--- src/rtl/cpu_pkg.sv ---
// cpu_pkg: FSM states, RV32 opcode/funct encodings and ALU control codes shared by the multicycle core.
package cpu_pkg;
  typedef enum logic [2:0] {S_FETCH, S_DECODE, S_EXECUTE, S_MEM, S_WB, S_TRAP} state_e;
  typedef enum logic [2:0] {ALU_ADD, ALU_SUB, ALU_AND, ALU_OR, ALU_SLT, ALU_PASS} alu_op_e;
  localparam logic [6:0] OP_R   = 7'b0110011;
  localparam logic [6:0] OP_I   = 7'b0010011;
  localparam logic [6:0] OP_LW  = 7'b0000011;
  localparam logic [6:0] OP_SW  = 7'b0100011;
  localparam logic [6:0] OP_BR  = 7'b1100011;
  localparam logic [6:0] OP_LUI = 7'b0110111;
  localparam logic [6:0] OP_JAL = 7'b1101111;
  localparam logic [6:0] F7_BASE = 7'b0000000;
  localparam logic [6:0] F7_SUB  = 7'b0100000;
  localparam logic [2:0] F3_ADD = 3'b000;
  localparam logic [2:0] F3_SLT = 3'b010;
  localparam logic [2:0] F3_OR  = 3'b110;
  localparam logic [2:0] F3_AND = 3'b111;
  localparam logic [2:0] F3_W   = 3'b010;
  localparam logic [2:0] F3_BEQ = 3'b000;
  localparam logic [2:0] F3_BNE = 3'b001;
endpackage

--- src/rtl/reg_file.sv ---
// reg_file: NREGS x WIDTH registers, two async read ports, one sync write port; x0 is never written.
module reg_file #(
  parameter int WIDTH = 32,
  parameter int NREGS = 32
) (
  input  logic                     clk,
  input  logic                     rst,
  input  logic                     we_i,
  input  logic [$clog2(NREGS)-1:0] waddr_i,
  input  logic [WIDTH-1:0]         wdata_i,
  input  logic [$clog2(NREGS)-1:0] raddr1_i,
  input  logic [$clog2(NREGS)-1:0] raddr2_i,
  output logic [WIDTH-1:0]         rdata1_o,
  output logic [WIDTH-1:0]         rdata2_o,
  output logic [WIDTH-1:0]         a0_o
);
  logic [WIDTH-1:0] regs_q [NREGS];
  always_ff @(posedge clk or posedge rst)
    if (rst) for (int i = 0; i < NREGS; i++) regs_q[i] <= '0;
    else if (we_i && waddr_i != '0) regs_q[waddr_i] <= wdata_i;
  assign rdata1_o = regs_q[raddr1_i];
  assign rdata2_o = regs_q[raddr2_i];
  generate
    if (NREGS > 10) begin : g_a0
      assign a0_o = regs_q[10];
    end else begin : g_no_a0
      assign a0_o = '0;
    end
  endgenerate
endmodule

--- src/rtl/multicycle_cpu.sv ---
// multicycle_cpu: RV32 subset core, FETCH/DECODE/EXECUTE/MEM/WB with an absorbing TRAP state.
module multicycle_cpu
  import cpu_pkg::*;
#(
  parameter int               WIDTH    = 32,
  parameter int               NREGS    = 32,
  parameter logic [WIDTH-1:0] RESET_PC = '0
) (
  input  logic             clk,
  input  logic             rst,
  output logic             mem_req,
  output logic             mem_we,
  output logic [WIDTH-1:0] mem_addr,
  output logic [WIDTH-1:0] mem_wdata,
  input  logic [WIDTH-1:0] mem_rdata,
  input  logic             mem_ready,
  output logic [WIDTH-1:0] a0,
  output logic [WIDTH-1:0] pc,
  output logic             trap
);
  localparam int IW = $clog2(NREGS);
  localparam logic [WIDTH-1:0] STEP = WIDTH'(4);
  state_e           state_q;
  logic [31:0]      ir_q, imm32;
  logic [WIDTH-1:0] pc_q, a_q, b_q, imm_q, res_q, res_d, imm_d, alu_b, rdata1, rdata2;
  logic             trap_q;
  logic [6:0]       op, f7;
  logic [4:0]       rd, rs1, rs2;
  logic [2:0]       f3;
  logic             is_r, is_addi, is_lw, is_sw, is_br, is_lui, is_jal;
  logic             uses_rs1, uses_rs2, uses_rd, legal, taken;
  alu_op_e          alu_op;
  assign {f7, rs2, rs1, f3, rd, op} = ir_q;
  always_comb begin
    is_r     = op == OP_R && ((f7 == F7_BASE && (f3 == F3_ADD || f3 == F3_SLT || f3 == F3_OR || f3 == F3_AND))
               || (f7 == F7_SUB && f3 == F3_ADD));
    is_addi  = op == OP_I && f3 == F3_ADD;
    is_lw    = op == OP_LW && f3 == F3_W;
    is_sw    = op == OP_SW && f3 == F3_W;
    is_br    = op == OP_BR && (f3 == F3_BEQ || f3 == F3_BNE);
    is_lui   = op == OP_LUI;
    is_jal   = op == OP_JAL;
    uses_rs2 = is_r | is_sw | is_br;
    uses_rs1 = uses_rs2 | is_addi | is_lw;
    uses_rd  = is_r | is_addi | is_lw | is_lui | is_jal;
    // Only the register fields an instruction actually uses are range-checked against NREGS.
    legal    = (uses_rs1 | uses_rd) && !(uses_rs1 && |(rs1 >> IW)) && !(uses_rs2 && |(rs2 >> IW))
               && !(uses_rd && |(rd >> IW));
    imm32    = is_lui ? {ir_q[31:12], 12'b0}
             : is_jal ? {{11{ir_q[31]}}, ir_q[31], ir_q[19:12], ir_q[20], ir_q[30:21], 1'b0}
             : is_br  ? {{19{ir_q[31]}}, ir_q[31], ir_q[7], ir_q[30:25], ir_q[11:8], 1'b0}
             : is_sw  ? {{20{ir_q[31]}}, ir_q[31:25], ir_q[11:7]}
             :          {{20{ir_q[31]}}, ir_q[31:20]};
    imm_d    = WIDTH'($signed(imm32));
    alu_op   = is_lui ? ALU_PASS : !is_r ? ALU_ADD : f7 == F7_SUB ? ALU_SUB
             : f3 == F3_AND ? ALU_AND : f3 == F3_OR ? ALU_OR : f3 == F3_SLT ? ALU_SLT : ALU_ADD;
    alu_b    = is_r ? b_q : imm_q;
    res_d    = is_jal ? pc_q + STEP
             : alu_op == ALU_PASS ? imm_q
             : alu_op == ALU_SUB  ? a_q - alu_b
             : alu_op == ALU_AND  ? a_q & alu_b
             : alu_op == ALU_OR   ? a_q | alu_b
             : alu_op == ALU_SLT  ? WIDTH'($signed(a_q) < $signed(alu_b))
             :                      a_q + alu_b;
    taken    = (f3 == F3_BNE) ^ (a_q == b_q);
  end
  always_ff @(posedge clk or posedge rst)
    if (rst) begin
      state_q <= S_FETCH;
      pc_q    <= RESET_PC;
      ir_q    <= '0;
      a_q     <= '0;
      b_q     <= '0;
      imm_q   <= '0;
      res_q   <= '0;
      trap_q  <= 1'b0;
    end else begin
      case (state_q)
        S_FETCH: if (mem_ready) begin
          ir_q    <= mem_rdata[31:0];
          state_q <= S_DECODE;
        end
        S_DECODE: begin
          a_q     <= rdata1;
          b_q     <= rdata2;
          imm_q   <= imm_d;
          state_q <= legal ? S_EXECUTE : S_TRAP;
          trap_q  <= !legal;
        end
        S_EXECUTE: begin
          res_q <= res_d;
          if (is_br) begin
            pc_q    <= taken ? pc_q + imm_q : pc_q + STEP;
            state_q <= S_FETCH;
          end else if (is_lw || is_sw) begin
            state_q <= |res_d[1:0] ? S_TRAP : S_MEM;
            trap_q  <= |res_d[1:0];
          end else state_q <= S_WB;
        end
        S_MEM: if (mem_ready) begin
          if (is_lw) begin
            res_q   <= mem_rdata;
            state_q <= S_WB;
          end else begin
            pc_q    <= pc_q + STEP;
            state_q <= S_FETCH;
          end
        end
        S_WB: begin
          pc_q    <= is_jal ? pc_q + imm_q : pc_q + STEP;
          state_q <= S_FETCH;
        end
        default: trap_q <= 1'b1;
      endcase
    end
  reg_file #(.WIDTH(WIDTH), .NREGS(NREGS)) u_rf (
    .clk      (clk),
    .rst      (rst),
    .we_i     (state_q == S_WB),
    .waddr_i  (rd[IW-1:0]),
    .wdata_i  (res_q),
    .raddr1_i (rs1[IW-1:0]),
    .raddr2_i (rs2[IW-1:0]),
    .rdata1_o (rdata1),
    .rdata2_o (rdata2),
    .a0_o     (a0)
  );
  // Reset gates the request combinationally so a pending access is dropped without waiting for a clock.
  assign mem_req   = !rst && (state_q == S_FETCH || state_q == S_MEM);
  assign mem_we    = !rst && state_q == S_MEM && is_sw;
  assign mem_addr  = state_q == S_MEM ? res_q : pc_q;
  assign mem_wdata = b_q;
  assign pc        = pc_q;
  assign trap      = trap_q;
endmodule

--- config.mk ---
export PLATFORM = sky130hd
export DESIGN_NAME = multicycle_cpu
export DESIGN_NICKNAME = d
export VERILOG_FILES = /design/src/rtl/cpu_pkg.sv /design/src/rtl/reg_file.sv /design/src/rtl/multicycle_cpu.sv
export SDC_FILE = /design/constraint.sdc
export NUM_CORES = 2
export LEC_CHECK = 0
export ABC_AREA = 0
export BUFFER_PORTS_ARGS = -buffer_cell sky130_fd_sc_hd__buf_2
export CORE_MARGIN = 8
export CORE_UTILIZATION = 51
export CTS_CLUSTER_DIAMETER = 80
export DETAILED_ROUTE_END_ITERATION = 12
export GPL_TIMING_DRIVEN = 0
export PLACE_DENSITY_LB_ADDON = 0.15
export REMOVE_ABC_BUFFERS = 1
export SYNTH_ARGS = -nofsm -noshare
export SYNTH_HDL_FRONTEND = slang
export SYNTH_SLANG_ARGS = --single-unit
--- constraint.sdc ---
create_clock -name clk -period 72.9 [get_ports clk]
set_input_delay 10.935 -clock clk [delete_from_list [all_inputs] [get_ports clk]]
set_output_delay 10.935 -clock clk [all_outputs]
set_load 0.05 [all_outputs]
# --- Yosys cells after proc, flatten, opt, wreduce, memory -nomap -nowiden ---
# Index checks and enable logic that the tools add are counted.
word_totals:
  regBits: 1220
  input_bits: 35
  output_inout_bits: 131
  word_cells: 176
classes:
  reduce_logical: 35
  n_mux: 47
  addsub: 4
  order_cmp: 5
  bitwise_logic: 16
  eq_ne: 29
op_table:
  columns: ["operator", "n"]
  rows:
  - ["bitwise mux 1024 bit", 1]
  - ["2-to-1 mux 32 bit", 20]
  - ["binary-select mux 32 bit (select 5 bit)", 2]
  - ["demux 32 bit (select 5 bit)", 1]
  - ["one-hot mux 32 bit (3 select lines)", 1]
  - ["adder 32 bit", 2]
  - ["one-hot mux 32 bit (2 select lines)", 1]
  - ["2-to-1 mux 3 bit", 13]
  - ["adder 32 x 3 -> 32 bit, second input constant", 1]
  - ["bitwise AND 32 bit", 1]
  - ["== test 32 bit", 1]
  - ["less-than comparator 32 bit", 1]
  - ["bitwise OR 32 bit", 1]
  - ["subtractor 32 bit", 1]
  - ["2-to-1 mux 31 bit", 1]
  - ["== test 7 x 6 -> 1 bit, second input constant", 4]
  - ["2-to-1 mux 20 bit", 1]
  - ["greater-or-equal comparator 6 bit, second input constant", 3]
  - ["NOT 5 -> 6 bit", 3]
  - ["== test 3 x 2 -> 1 bit, second input constant", 5]
  - ["== test 3 bit, second input constant", 5]
  - ["one-hot mux 3 bit (5 select lines)", 1]
  - ["== test 7 bit, second input constant", 2]
  - ["!= test 2 bit, second input constant", 7]
  - ["other kinds (24)", 57]

# --- Depth between registers and ports, before layout ---
depth:
  word_depth: 21
  mapped_depth: 20
  depth_no_buf: 17

# --- By module ---
# From an unflattened synthesis, not the netlist that was laid out.
unflattened:
  hier_cells: 6872
  area_unflattened_um2: 73085.1
by_module_without_submodules:
  columns: ["module", "cells_each", "seq_area_each_um2", "area_each_um2", "n_inst"]
  rows:
  - ["reg_file", 4634, 25624.6, 56180.1, 1]
  - ["multicycle_cpu", 2238, 4904.7, 16905.0, 1]

# --- Worst setup path after synthesis ---
# Ideal clock, no wire load.
synth_path:
  kind: "input port to output port"
  start: "in rst"
  end: "out mem_we"
  t_arrival_ns: 12.032
  required_ns: 61.965
  path_stages: 1
  n_path_buf: 0
  slack_ns: 49.933
  path_cell_list: "nor3_1"
synth_via:
  elab_chain_len: 3
synth_lines:
  columns: ["element", "line", "rtl"]
  rows:
  - ["from (decl)", "multicycle_cpu.sv:10", "input logic rst,"]
  - ["logical NOT 1 bit", "multicycle_cpu.sv:130", "assign mem_we = !rst && state_q == S_MEM && is_sw;"]
  - ["logical AND 1 bit (2 in a row)", "multicycle_cpu.sv:130", null]
  - ["to (decl)", "multicycle_cpu.sv:12", "output logic mem_we,"]
# No other way between the ends.

# --- Worst setup path after layout ---
layout_path:
  start: "in rst"
  end: "out mem_req"
layout_via:
  elab_chain_len: 2
layout_lines:
  columns: ["element", "line", "rtl"]
  rows:
  - ["logical NOT 1 bit", "multicycle_cpu.sv:129", "assign mem_req = !rst && (state_q == S_FETCH || state_q == S_MEM);"]
  - ["logical AND 1 bit", "multicycle_cpu.sv:129", null]
  - ["to (decl)", "multicycle_cpu.sv:11", "output logic mem_req,"]
# No other way between the ends.

==> metrics.md <==
| Metric | Value |
|---|---|
| Status | completed |
| All-Layer GR Usage | 30.3% |
| Remaining Overflow, GRT | 0 |
| Synth Instances | 5,361 |
| Root Driver | clkbuf_16 |
| Post-synthesis register bit count | 1,220 |
| # resized after CTS | 0 |
| Die Y-Extent | 389 um |
| CP cell instances | buf_2 -> nor3_1 -> buf_2 |
| Clk buf depth | 3 |
| Finished Core Util | 57.6% |
| VDD IR max | 0.0294 mV |
| Worst slew pin tran | 1.46 ns |
| Most common library cells after synthesis | dfrtp_1 (1,220), mux2_2 (1,060), mux4_2 (640), nand2_1 (358), clkbuf_1 (348) |
| Async set-reset flop share out of synthesis | 100% |
| TritonCTS Buffers | 139 |
| Clock transition at path regs | 0.05 ns |
| CTS Hold Bufs | 0 |
| Wirelength per Cell | 32.3 um |
| Clk sinks | 1,220 |
| Initial antenna violation count | 6 |
| CP required | 61.97 ns |
| Die area | 151,000 um^2 |
| Top cell type's share of synthesized area | 43.1% |
| Largest net degree at the start of global routing | 131 |
| First-pass GRT wire length | 340 mm |
| Post-Syn Area | 70,800 um^2 |
| Die W | 389 um |
| Synthesis-to-finish area growth | 11.9% |
| CTS tree | yes |
| Dpl cell area | 74,500 um^2 |
| Critical path's slowest cell | nor3_1 |
| Most used DFF post-synth | dfrtp_1 |
| CP max FO | 3 |
| Ant. Diodes | 0 |
| # port buffers | 165 |
| Yosys cell types | 90 |
| Skew final | 0.0225 ns |
| Final #Nets | 5,405 |
| Startpoint Class | input pin |
| Max-slew violation count | 0 |
| Critical path's most frequent cell | buf_2 |
| PD cells | 43.6 nW/um^2 |
| Buffer count from post-CTS setup fixing | 0 |
| Final setup viols | 0 |
| Delay of the slowest cell on the worst path | 0.43 ns |
| Area contributors post-synth | dfrtp_1 (43%), mux4_2 (20%), mux2_2 (17%) |
| Count leader, synth | dfrtp_1 |
| Post-synth top area cell | dfrtp_1 |
| # IOs | 166 |
| Kind of cell adding the most delay to the critical path | buffers and inverters |
| Vias in the first global route | 48.7k |
| Htree depth | 4 |
| Worst Setup End Kind | primary output |
| Site row count | 136 |
| Initial core utilization | 51.5% |
| Fin crit share | 31.3% |
| Seq/Total Area, Yosys | 43.1% |
| Core area | 138,000 um^2 |
| Fin area | 79,300 um^2 |
| Worst Setup Path Type | input pin to primary output |
| Clock latency at the later pin of the worst-skew pair | 0.79 ns |
| Via count | 47.9k |
| Pleak | 35.6 nW |
| DRT iter0 DRCs | 4,858 |
| Post-synth EDFFs | 0 |
| RSZ-0062 raised after global routing | no |
| Hold crit path type | flop to flop |
| Final Hold Slack | 0.393 ns |
| Synth Area per Inst | 13.2 um^2 |
| Layout cell share with drive strength beyond 1 | 43.0% |
| Hpwl dp | 156 mm |
| Overall routed net length | 231 mm |
| Buffers & Inverters on Critical Path | 2 |
| Highest Clock Rate | 43.8 MHz |
| Post-route DRC | 0 |
| Max_cap viols | 0 |
| Arr. time, crit path | 11.89 ns |
| TNS Setup | 0 ns |
| Final Hold Fails | 0 |
| Via density | 6.72 |
| Relative slew slack | 2.63% |
| Fill cell count | 10.9k |
| GP Congestion | 0.970 |
| First-pass DRT Iterations | 5 |
| Detail Route Antenna Nets | 0 |
| Ys Warns | 0 |
| Fin crit period | 22.82 ns |
cell families (layout without fill, tap and decap cells):
logic type      Yosys count  count (layout)  synth area share [%]
compound gates          683             683                  5.91
mux                    1779            1779                  38.3
simple gates            757             757                  4.97
flops                  1220            1220                  43.1
buf+inv                 658             642                  3.72
fa+ha+maj               131             131                  2.35
xor+xnor                133             133                  1.64
state kept, by name, indices dropped and copies added, names as in the netlist, 3 cells and up:
register     cells
state_q          3
u_rf.a0_o       32
u_rf.regs_q    992
imm_q           32
ir_q            32
pc              32
mem_wdata       32
a_q             32
res_q           32
area by class of cell:
type	count	area, um^2	area share, %
timing repair buffer	284	3310	4.17
sequential	1220	30600	38.5
tap	1794	2240	2.83
multi-input combinational	3483	38000	47.9
clock buffer	205	4130	5.21
clock inverter	42	639	0.806
inverter	111	424	0.535
worst register-to-register path: cells and delay by family, from the launching register on:
family	cells	cell delay, ns
AO/OA/AOI/OAI	8	3.09
AND/OR/NAND/NOR	5	1.54
adder cells (fa/ha/maj)	2	0.62
flip-flops	1	0.54
buffers and inverters	2	0.35
multiplexers	1	0.22
worst paths after layout:
kind / end / cells past startpoint / slack (ns) / startpoint
max: mem_req / 3 / 50.08 / rst
min: u_rf.regs_q[992]$_DFFE_PP0P_ / 0 / 0.39 / u_rf.regs_q[992]$_DFFE_PP0P_
max reg2reg: res_q[0]$_DFFE_PP0P_ / 18 / 66.46 / ir_q[25]$_DFFE_PP0P_
min reg2reg: u_rf.regs_q[992]$_DFFE_PP0P_ / 0 / 0.39 / u_rf.regs_q[992]$_DFFE_PP0P_
max in group asynchronous: u_rf.regs_q[927]$_DFFE_PP0P_ / 6 / 59.87 / rst
min in group asynchronous: u_rf.regs_q[709]$_DFFE_PP0P_ / 2 / 10.27 / rst
cell usage in the layout (no fill, tap or decap), types with 26 or more instances in the layout:
cell type	instances
o211ai_1	29
inv_1	105
ha_1	128
mux2i_1	79
mux2_2	1060
nand2_1	338
nand3_1	43
clkbuf_16	142
nor2_1	131
dfrtp_1	1207
buf_16	61
nor3_1	35
mux4_2	640
a21oi_1	219
xnor2_1	113
a31oi_1	26
clkbuf_1	29
clkbuf_8	34
buf_2	165
o21ai_0	220
through the flow:
stage	std cells	setup slack, ns	power [mW]
3_3_place_gp	6773	12.87	2.84
6_report	7139	50.08	3.46
4_1_cts	7137	50.04	3.46
2_1_floorplan	4814	27.59	2.29
5_1_grt	7139	50.09	3.63
3_5_place_dp	6890	50.04	2.72
where the power goes:
| group | internal (mW) | switching [mW] | total, mW |
|---|---|---|---|
| clock network | 0.436 | 0.293 | 0.730 |
| registers | 0.873 | 0.342 | 1.21 |
| logic | 0.733 | 0.783 | 1.52 |
| total | 2.04 | 1.42 | 3.46 |
routing by layer:
metal	global-route usage, %	part of all wire (%)	vias to the layer above
met3	5.52	7.6	451
li1	-	-	19900
met2	47.0	46	1976
met5	0	0.0056	-
met4	13.2	4.8	2
met1	42.0	41	25600
No activity file was read; power rests on OpenSTA's default activity.
